==> src/rtl/aud_pkg.sv <==
// aud_pkg: shared types and constants for the WM8731 audio playback and record paths
package aud_pkg;
   typedef enum logic [1:0] {S_SYNC, S_SEND, S_PAD} aud_state_e;
   localparam int   AUD_DATA_W = 16;
   localparam logic CH_LEFT    = 1'b0;
   localparam logic CH_RIGHT   = 1'b1;
endpackage

==> src/rtl/aud_lrc_edge.sv <==
// aud_lrc_edge: registers LRC and flags its falling (left-slot) and rising (right-slot) edges
module aud_lrc_edge (
   input  logic i_clk,
   input  logic i_rst_n,
   input  logic i_lrc,
   output logic o_fall,
   output logic o_rise
);
   logic lrc_q;
   always_ff @(posedge i_clk or negedge i_rst_n)
      if (!i_rst_n) lrc_q <= 1'b0;
      else lrc_q <= i_lrc;
   assign o_fall = lrc_q & ~i_lrc;
   assign o_rise = ~lrc_q & i_lrc;
endmodule

==> src/rtl/aud_player.sv <==
// aud_player: I2S transmit serializer, one mono sample per frame sent MSB-first in both slots
module aud_player
   import aud_pkg::*;
#(
   parameter int DATA_W = AUD_DATA_W,
   parameter int CNT_W  = 5
) (
   input  logic              i_clk,
   input  logic              i_rst_n,
   input  logic              i_lrc,
   input  logic              i_en,
   input  logic              i_valid,
   input  logic [DATA_W-1:0] i_data,
   output logic              o_aud_dacdat,
   output logic              o_sample_tick,
   output logic              o_underrun,
   output logic              o_active
);
   aud_state_e        state_r, state_n;
   logic [DATA_W-1:0] shift_r, samp_r, samp_n;
   logic [CNT_W-1:0]  cnt_r;
   logic              ch_r, fall, rise, take, start_r, last;

   aud_lrc_edge u_edge (
      .i_clk   (i_clk),
      .i_rst_n (i_rst_n),
      .i_lrc   (i_lrc),
      .o_fall  (fall),
      .o_rise  (rise)
   );

   // a right slot only follows a left slot of the same frame
   assign start_r = rise & (state_r != S_SYNC) & (ch_r == CH_LEFT);
   assign take    = fall & i_en & i_valid;
   assign last    = cnt_r == CNT_W'(DATA_W);
   assign samp_n  = take ? i_data : '0;

   always_ff @(posedge i_clk or negedge i_rst_n)
      if (!i_rst_n) state_r <= S_SYNC;
      else state_r <= state_n;

   always_comb begin
      state_n = state_r;
      if (fall || start_r) state_n = S_SEND;
      else if (state_r == S_SEND && last) state_n = S_PAD;
   end

   always_comb begin
      o_sample_tick = take;
      o_underrun    = fall & i_en & ~i_valid;
   end

   always_ff @(posedge i_clk or negedge i_rst_n)
      if (!i_rst_n) begin
         shift_r      <= '0;
         samp_r       <= '0;
         cnt_r        <= '0;
         ch_r         <= CH_LEFT;
         o_aud_dacdat <= 1'b0;
         o_active     <= 1'b0;
      end else if (fall) begin
         samp_r       <= samp_n;
         shift_r      <= samp_n << 1;
         o_aud_dacdat <= samp_n[DATA_W-1];
         cnt_r        <= CNT_W'(1);
         ch_r         <= CH_LEFT;
         o_active     <= take;
      end else if (start_r) begin
         shift_r      <= samp_r << 1;
         o_aud_dacdat <= samp_r[DATA_W-1];
         cnt_r        <= CNT_W'(1);
         ch_r         <= CH_RIGHT;
      end else if (state_r == S_SEND && !last) begin
         shift_r      <= shift_r << 1;
         o_aud_dacdat <= shift_r[DATA_W-1];
         cnt_r        <= cnt_r + CNT_W'(1);
      end else begin
         o_aud_dacdat <= 1'b0;
      end
endmodule
==> config.mk <==
export PLATFORM = sky130hd
export DESIGN_NAME = aud_player
export DESIGN_NICKNAME = d
export VERILOG_FILES = /design/src/rtl/aud_pkg.sv /design/src/rtl/aud_lrc_edge.sv /design/src/rtl/aud_player.sv
export SDC_FILE = /design/constraint.sdc
export NUM_CORES = 1
export LEC_CHECK = 0
export CORE_MARGIN = 5
export CORE_UTILIZATION = 40
export CTS_CLUSTER_SIZE = 10
export DETAILED_ROUTE_END_ITERATION = 16
export SYNTH_ARGS = -nofsm -noshare
export SYNTH_HDL_FRONTEND = slang
export SYNTH_SLANG_ARGS = --single-unit
==> constraint.sdc <==
create_clock -name i_clk -period 3.3 [get_ports i_clk]
set_clock_uncertainty 0.1 [all_clocks]
set_input_delay 0.66 -clock i_clk [delete_from_list [all_inputs] [get_ports i_clk]]
set_output_delay 0.66 -clock i_clk [all_outputs]
set_load 0.03 [all_outputs]
==> results of run 1 <==
## sequential cells by signal, indices dropped and copies added (netlist names)
register and flops:
ch_r 1, o_active 1, o_aud_dacdat 1, shift_r 15, state_r 2, samp_r 16
u_edge.lrc_q 1, cnt_r 5
## through the flow
stage	hold WS [ns]	cells	power, mW
final	0.383	252	1.24
after floorplan	0.264	162	0.857
after global routing	0.406	252	1.31
after detailed placement	0.369	245	0.941
after CTS	0.388	252	1.26
after global placement	0.365	245	0.926
## synthesized netlist by cell type (all sizes together), types with 2 or more instances
| master | n |
|---|---|
| a21oi | 2 |
| a22o | 16 |
| a2bb2oi | 14 |
| a32oi | 16 |
| buf | 9 |
| clkbuf | 3 |
| dfrtp | 42 |
| ha | 2 |
| inv | 2 |
| nand2 | 12 |
| nand2b | 2 |
| nand3 | 2 |
| nand4 | 2 |
| nor2 | 9 |
| nor3b | 2 |
| o21ai | 16 |
| xor2 | 2 |
## worst register-to-register path, cell delays in order, from the launching register on
cell and delay (ns):
dfrtp_1 0.43, o21ba_1 0.49, a21boi_4 0.55, nand2_4 0.24, a2bb2oi_1 0.19
## metal layers
layer,vias to the layer above,track usage
met2,26,0.203
met1,701,0.182
met5,-,0
li1,666,-
met4,0,0.0541
met3,7,0.0530
## worst max-delay path by stage
stage | startpoint | endpoint | slack, ns | cells after the start
2_1_floorplan | i_lrc | o_underrun | 0.64 | 4
3_3_place_gp | i_lrc | o_sample_tick | 0.66 | 5
3_5_place_dp | i_lrc | shift_r[3]$_DFFE_PN0P_ | 0.57 | 6
4_1_cts | i_lrc | o_sample_tick | 0.62 | 5
5_1_grt | i_lrc | o_sample_tick | 0.55 | 5
6_report | i_lrc | o_sample_tick | 0.63 | 5
## kinds of logic (layout without fill, tap and decap cells)
logic type / count (synthesis) / count (layout) / share of synthesized area
buffers and inverters: 14 / 37 / 0.0434
XOR/XNOR: 3 / 3 / 0.0134
flip-flops: 42 / 42 / 0.537
adder cells (fa/ha/maj): 2 / 2 / 0.0128
AND/OR/NAND/NOR: 33 / 33 / 0.0920
AO/OA/AOI/OAI: 68 / 68 / 0.302
## cell type report
class                           count  area [sq um]
Multi-Input combinational cell    106           822
Fill cell                         442          2420
Tap cell                           67          83.8
Sequential cell                    42          1050
Clock buffer                        7          76.3
Timing Repair Buffer               28           260
Inverter                            2          7.51
## power by group through the flow
| stage | logic, mW | registers, mW | clock network [mW] |
|---|---|---|---|
| 2_1_floorplan | 0.201 | 0.656 | 0 |
| 3_3_place_gp | 0.268 | 0.658 | 0 |
| 5_1_grt | 0.305 | 0.664 | 0.342 |
| 6_report | 0.278 | 0.653 | 0.310 |
| 3_5_place_dp | 0.279 | 0.662 | 0 |
| 4_1_cts | 0.280 | 0.652 | 0.323 |
==> reports/summary.txt, run 1 <==
Worst Hold Path Cells = 1
initial antenna violation count = 0
leading cell type in the layout, fill and taps excluded = dfrtp_1
met1 wire length = 1.97 mm
Worst Hold Endpoint = ch_r$_DFFE_PN0N_
Top Metal Used = met4
fmax = 0.374 GHz
Worst setup EP type = output port
Post-synth top flop = dfrtp_1
critical path arrival = 1.91 ns
combinational share of power = 0.224
post-route cell area = 2300 sq um
sequential power share = 0.526
Worst R2R Path Depth = 4
Cell variety after synth = 34
sw frac = 0.284
crit-path most repeated cell = buf_4
H-tree depth = 2
period utilization = 0.809
Final Routed Wirelength = 4.11 mm
Post-synth EDFFs = 0
post-synthesis register bit count = 42
final hold violations = 0
r2r setup slk = 1.16 ns
I/O pin count = 25
post-cts resize count = 0
Crit Reg-Reg Endpoint = shift_r[5]$_DFFE_PN0P_
family with the most delay on the worst path = buffers and inverters
slowest CP cell = clkdlybuf4s50_1
Mapped Cells = 162
dpl hpwl = 2.70 mm
Slew Limit Fails = 0
vias in the first global route = 1401
Die X = 80.0 um
Post-CTS Setup Bufs = 0
dpl ws = 0.573 ns
first-pass GRT wire length = 6.83 mm
DRC = 0
die span in y = 80.0 um
CTS Sinks = 42
Routed wire per std cell = 16.3 um
mapped cell area = 1960 sq um
WP data required = 2.54 ns
Slew headroom = 0.385
GRT Total Usage = 0.138
vias per inst = 5.56
status = complete, no violations
Bufs on Longest Clock Path = 2
IO buf count = 24
Worst Tran Pin Value = 0.922 ns
Worst VDD drop = 0.215 mV
synth warn = 0
CP Class = in2out
core box area = 4720 sq um
min Tclk post-route = 2.67 ns
most frequent cells in the layout = dfrtp_1, clkdlybuf4s50_1, a32oi_1, a22o_1, nand2_1
WP buf/inv = 3
DR WL met3 = 177 um
P_sw = 0.353 mW
worst flop-to-flop path startpoint = state_r[0]$_DFFE_PN0P_
fin worst setup slack = 0.629 ns
Nets = 208
# hold bufs at CTS = 0
final setup fails = 0
Initial DRC Count = 83
FFs w/ async S/R, synth = 1.00
P_int = 0.888 mW
CP startpoint kind = primary input
Cell Pwr Density = 539 nW/um^2
CTS tree = done
share of cells above drive strength 1 = 0.135
Syn-to-layout area delta = 17.5%
max-cap viol count = 0
Clk pwr share = 0.250
setup TNS = 0 ns
Yosys top cell area share = 0.537
crit-path max FO = 12
Util after Layout = 0.487
hold_sp = u_edge.lrc_q$_DFF_PN0_
Area after DPL = 2220 sq um
Pleak = 1.03 nW
Root Buffer Master = clkbuf_8
# rows = 25
routed vias = 1400
Area contributors post-synth = dfrtp_1, a22o_1, a32oi_1, a2bb2oi_2, a2bb2oi_1
largest net degree at the start of global routing = 43
post-synthesis sequential area ratio = 0.537
global route overflow = 0
Worst-Skew Late Latency = 0.29 ns
Final Wtd Congestion = 0.719
Starting Density = 0.415
CP cell instances = clkdlybuf4s50_1 -> nand2b_1 -> buf_4 -> nor2_2 -> buf_4
CTS buffer count = 5
RSZ-0062 raised after global routing = false
synthesized area per cell = 12.1 sq um
Antenna Nets Post-Route = 0
crit-path max cell delay = 0.47 ns
met2 wire len = 1.90 mm
Syn Nets = 185
Hold Path Class = reg2reg
Reg clk slew, reported paths = 0.08 ns
Synth area leader = dfrtp_1
Die ar. = 6390 sq um
DRT Pass-1 Iters = 4
Antenna Cells = 0
Note: power is estimated with default switching activity, not from simulation.
==> inputs of run 2 (changes only) <==
==> constraint.sdc (replaced) <==
create_clock -name i_clk -period 2.8 [get_ports i_clk]
set_clock_uncertainty 0.1 [all_clocks]
set_input_delay 0.56 -clock i_clk [delete_from_list [all_inputs] [get_ports i_clk]]
set_output_delay 0.56 -clock i_clk [all_outputs]
set_load 0.03 [all_outputs]
==> run 2 against run 1 <==
- final cell count up 0.79%
- non-clock buffer count grew 1
- sequential share of layout area is 0.52 points lower
- largest power group unchanged
- utilization rose by 0.56 points
- highest routed layer unchanged
- die area did not move
- largest cell class unchanged
- clock power rose by 31%
==> reports/summary.txt, run 2 (synthesized netlist as in run 1, its figures left out) <==
status = complete, no violations (unchanged)
vias in the first global route = 1450 (was 1401)
Crit Reg-Reg Endpoint = shift_r[9]$_DFFE_PN0P_ (was shift_r[5]$_DFFE_PN0P_)
slowest CP cell = clkdlybuf4s50_1 (unchanged)
share of cells above drive strength 1 = 0.155 (was 0.135)
Hold Path Class = in2async (was reg2reg)
Worst Setup SP = i_lrc (unchanged)
max reg flops = 16 (unchanged)
Reg clk slew, reported paths = 0.08 ns (about the same)
max-cap viol count = 0 (unchanged)
dpl hpwl = 2.83 mm (was 2.70 mm)
Nets = 209 (was 208)
min Tclk post-route = 2.41 ns
dpl ws = 0.378 ns (was 0.573 ns)
H-tree depth = 2 (unchanged)
Area after DPL = 2230 sq um (was 2220 sq um)
Die ar. = 6390 sq um (unchanged)
Final Wtd Congestion = 0.717 (was 0.719)
# hold bufs at CTS = 0 (unchanged)
CP Class = in2out (unchanged)
routed vias = 1403 (was 1400)
final setup fails = 0 (unchanged)
most frequent cells in the layout = dfrtp_1, clkdlybuf4s50_1, a32oi_1, a22o_1, nand2_1 (unchanged)
Worst R2R Path Depth = 6 (was 4)
crit-path max cell delay = 0.47 ns (about the same)
post-cts resize count = 0 (unchanged)
Worst VDD drop = 0.338 mV (was 0.215 mV)
CTS buffer count = 5 (unchanged)
Antenna Cells = 0 (unchanged)
WP data required = 2.14 ns (was 2.54 ns)
I/O pin count = 25 (unchanged)
Slew headroom = 0.383 (was 0.385)
crit-path max FO = 7 (was 12)
core box area = 4720 sq um (unchanged)
IO buf count = 24 (unchanged)
DRT Pass-1 Iters = 4 (unchanged)
Top reg by flops = samp_r (unchanged)
Initial DRC Count = 53 (was 83)
WP buf/inv = 2 (was 3)
period utilization = 0.860
GRT Total Usage = 0.145 (was 0.138)
worst flop-to-flop path startpoint = state_r[0]$_DFFE_PN0P_ (unchanged)
CP cell instances = clkdlybuf4s50_1 -> nand2b_1 -> nor2_2 -> buf_4 (was clkdlybuf4s50_1 -> nand2b_1 -> buf_4 -> nor2_2 -> buf_4)
Starting Density = 0.415 (unchanged)
global route overflow = 0 (unchanged)
Worst-Skew Late Latency = 0.30 ns (was 0.29 ns)
critical path arrival = 1.75 ns (was 1.91 ns)
RSZ-0062 raised after global routing = false (unchanged)
Worst setup EP type = output port (unchanged)
Slew Limit Fails = 0 (unchanged)
CP startpoint kind = primary input (unchanged)
# rows = 25 (unchanged)
Die X = 80.0 um (unchanged)
initial antenna violation count = 0 (unchanged)
largest net degree at the start of global routing = 43 (unchanged)
fin worst setup slack = 0.391 ns (was 0.629 ns)
leading cell type in the layout, fill and taps excluded = dfrtp_1 (unchanged)
Final Routed Wirelength = 4.14 mm (was 4.11 mm)
Routed wire per std cell = 16.3 um (about the same)
final hold violations = 0 (unchanged)
Bufs on Longest Clock Path = 2 (unchanged)
Antenna Nets Post-Route = 0 (unchanged)
DRC = 0 (unchanged)
Syn-to-layout area delta = 18.8% (was 17.5%)
Post-CTS Setup Bufs = 0 (unchanged)
setup TNS = 0 ns (unchanged)
post-route cell area = 2330 sq um (was 2300 sq um)
Largest regs = samp_r (16), shift_r (15), cnt_r (5) (unchanged)
CP endpoint = o_sample_tick (unchanged)
Crit path depth = 4 (was 5)
CTS Sinks = 42 (unchanged)
r2r setup slk = 1.01 ns (was 1.16 ns)
Root Buffer Master = clkbuf_8 (unchanged)
Pleak = 1.04 nW (was 1.03 nW)
Cell Pwr Density = 648 nW/um^2 (was 539 nW/um^2)
fmax = 0.415 GHz
family with the most delay on the worst path = buffers and inverters (unchanged)
first-pass GRT wire length = 7.06 mm (was 6.83 mm)
Total Power = 1.51 mW (was 1.24 mW)
die span in y = 80.0 um (unchanged)
CTS tree = done (unchanged)
vias per inst = 5.52 (was 5.56)
FILL cells = 437 (was 442)
Worst Tran Pin Value = 0.925 ns (was 0.922 ns)
==> run 2: cell type report <==
type	instances	area [sq um]	share of cell area
flip-flops and latches	42	1050	0.452
clock inverters	2	12.5	0.00538
clock buffers	6	82.6	0.0355
well taps	67	83.8	0.0360
inverters	2	7.51	0.00323
multi-input cells	106	822	0.353
repair buffers	29	268	0.115
==> run 2: routing by layer <==
| layer | up-vias | part of all wire | track usage |
|---|---|---|---|
| met3 | 8 | 0.038 | 0.0384 |
| met1 | 701 | 0.45 | 0.182 |
| met2 | 25 | 0.49 | 0.227 |
| li1 | 669 | - | - |
| met5 | - | 0 | 0 |
| met4 | 0 | 0.022 | 0.0760 |
==> run 2: how the worst min path moves through the flow <==
stage	cells after the start	start	to
after CTS	1	i_rst_n	samp_r[6]$_DFFE_PN0P_
after global routing	1	i_rst_n	cnt_r[4]$_DFFE_PN0P_
final	1	i_rst_n	cnt_r[2]$_DFFE_PN0P_
after detailed placement	1	o_active$_DFFE_PN0P_	o_active$_DFFE_PN0P_
after floorplan	0	i_rst_n	ch_r$_DFFE_PN0N_
after global placement	1	o_active$_DFFE_PN0P_	o_active$_DFFE_PN0P_
==> run 2: report_power, final <==
group          switching, mW  total, mW  internal, mW
clock network          0.208      0.406         0.198
registers             0.0709      0.772         0.701
logic                  0.154      0.329         0.175
==> run 2: per-stage QoR <==
stage               hold WS [ns]  cells  utilization
CTS                        0.326    254        0.493
floorplan                  0.164    162            -
finish                     0.294    254        0.493
detailed placement         0.365    246        0.473
global placement           0.363    246        0.473
global route               0.375    254        0.493
==> run 2: worst reg2reg max path: stages, from the launching register on <==
cell and delay, ns:
dfrtp_1 0.43, o21ba_1 0.20, buf_4 0.20, a21boi_4 0.34, buf_4 0.22, o21ai_0 0.10
a2bb2oi_1 0.15
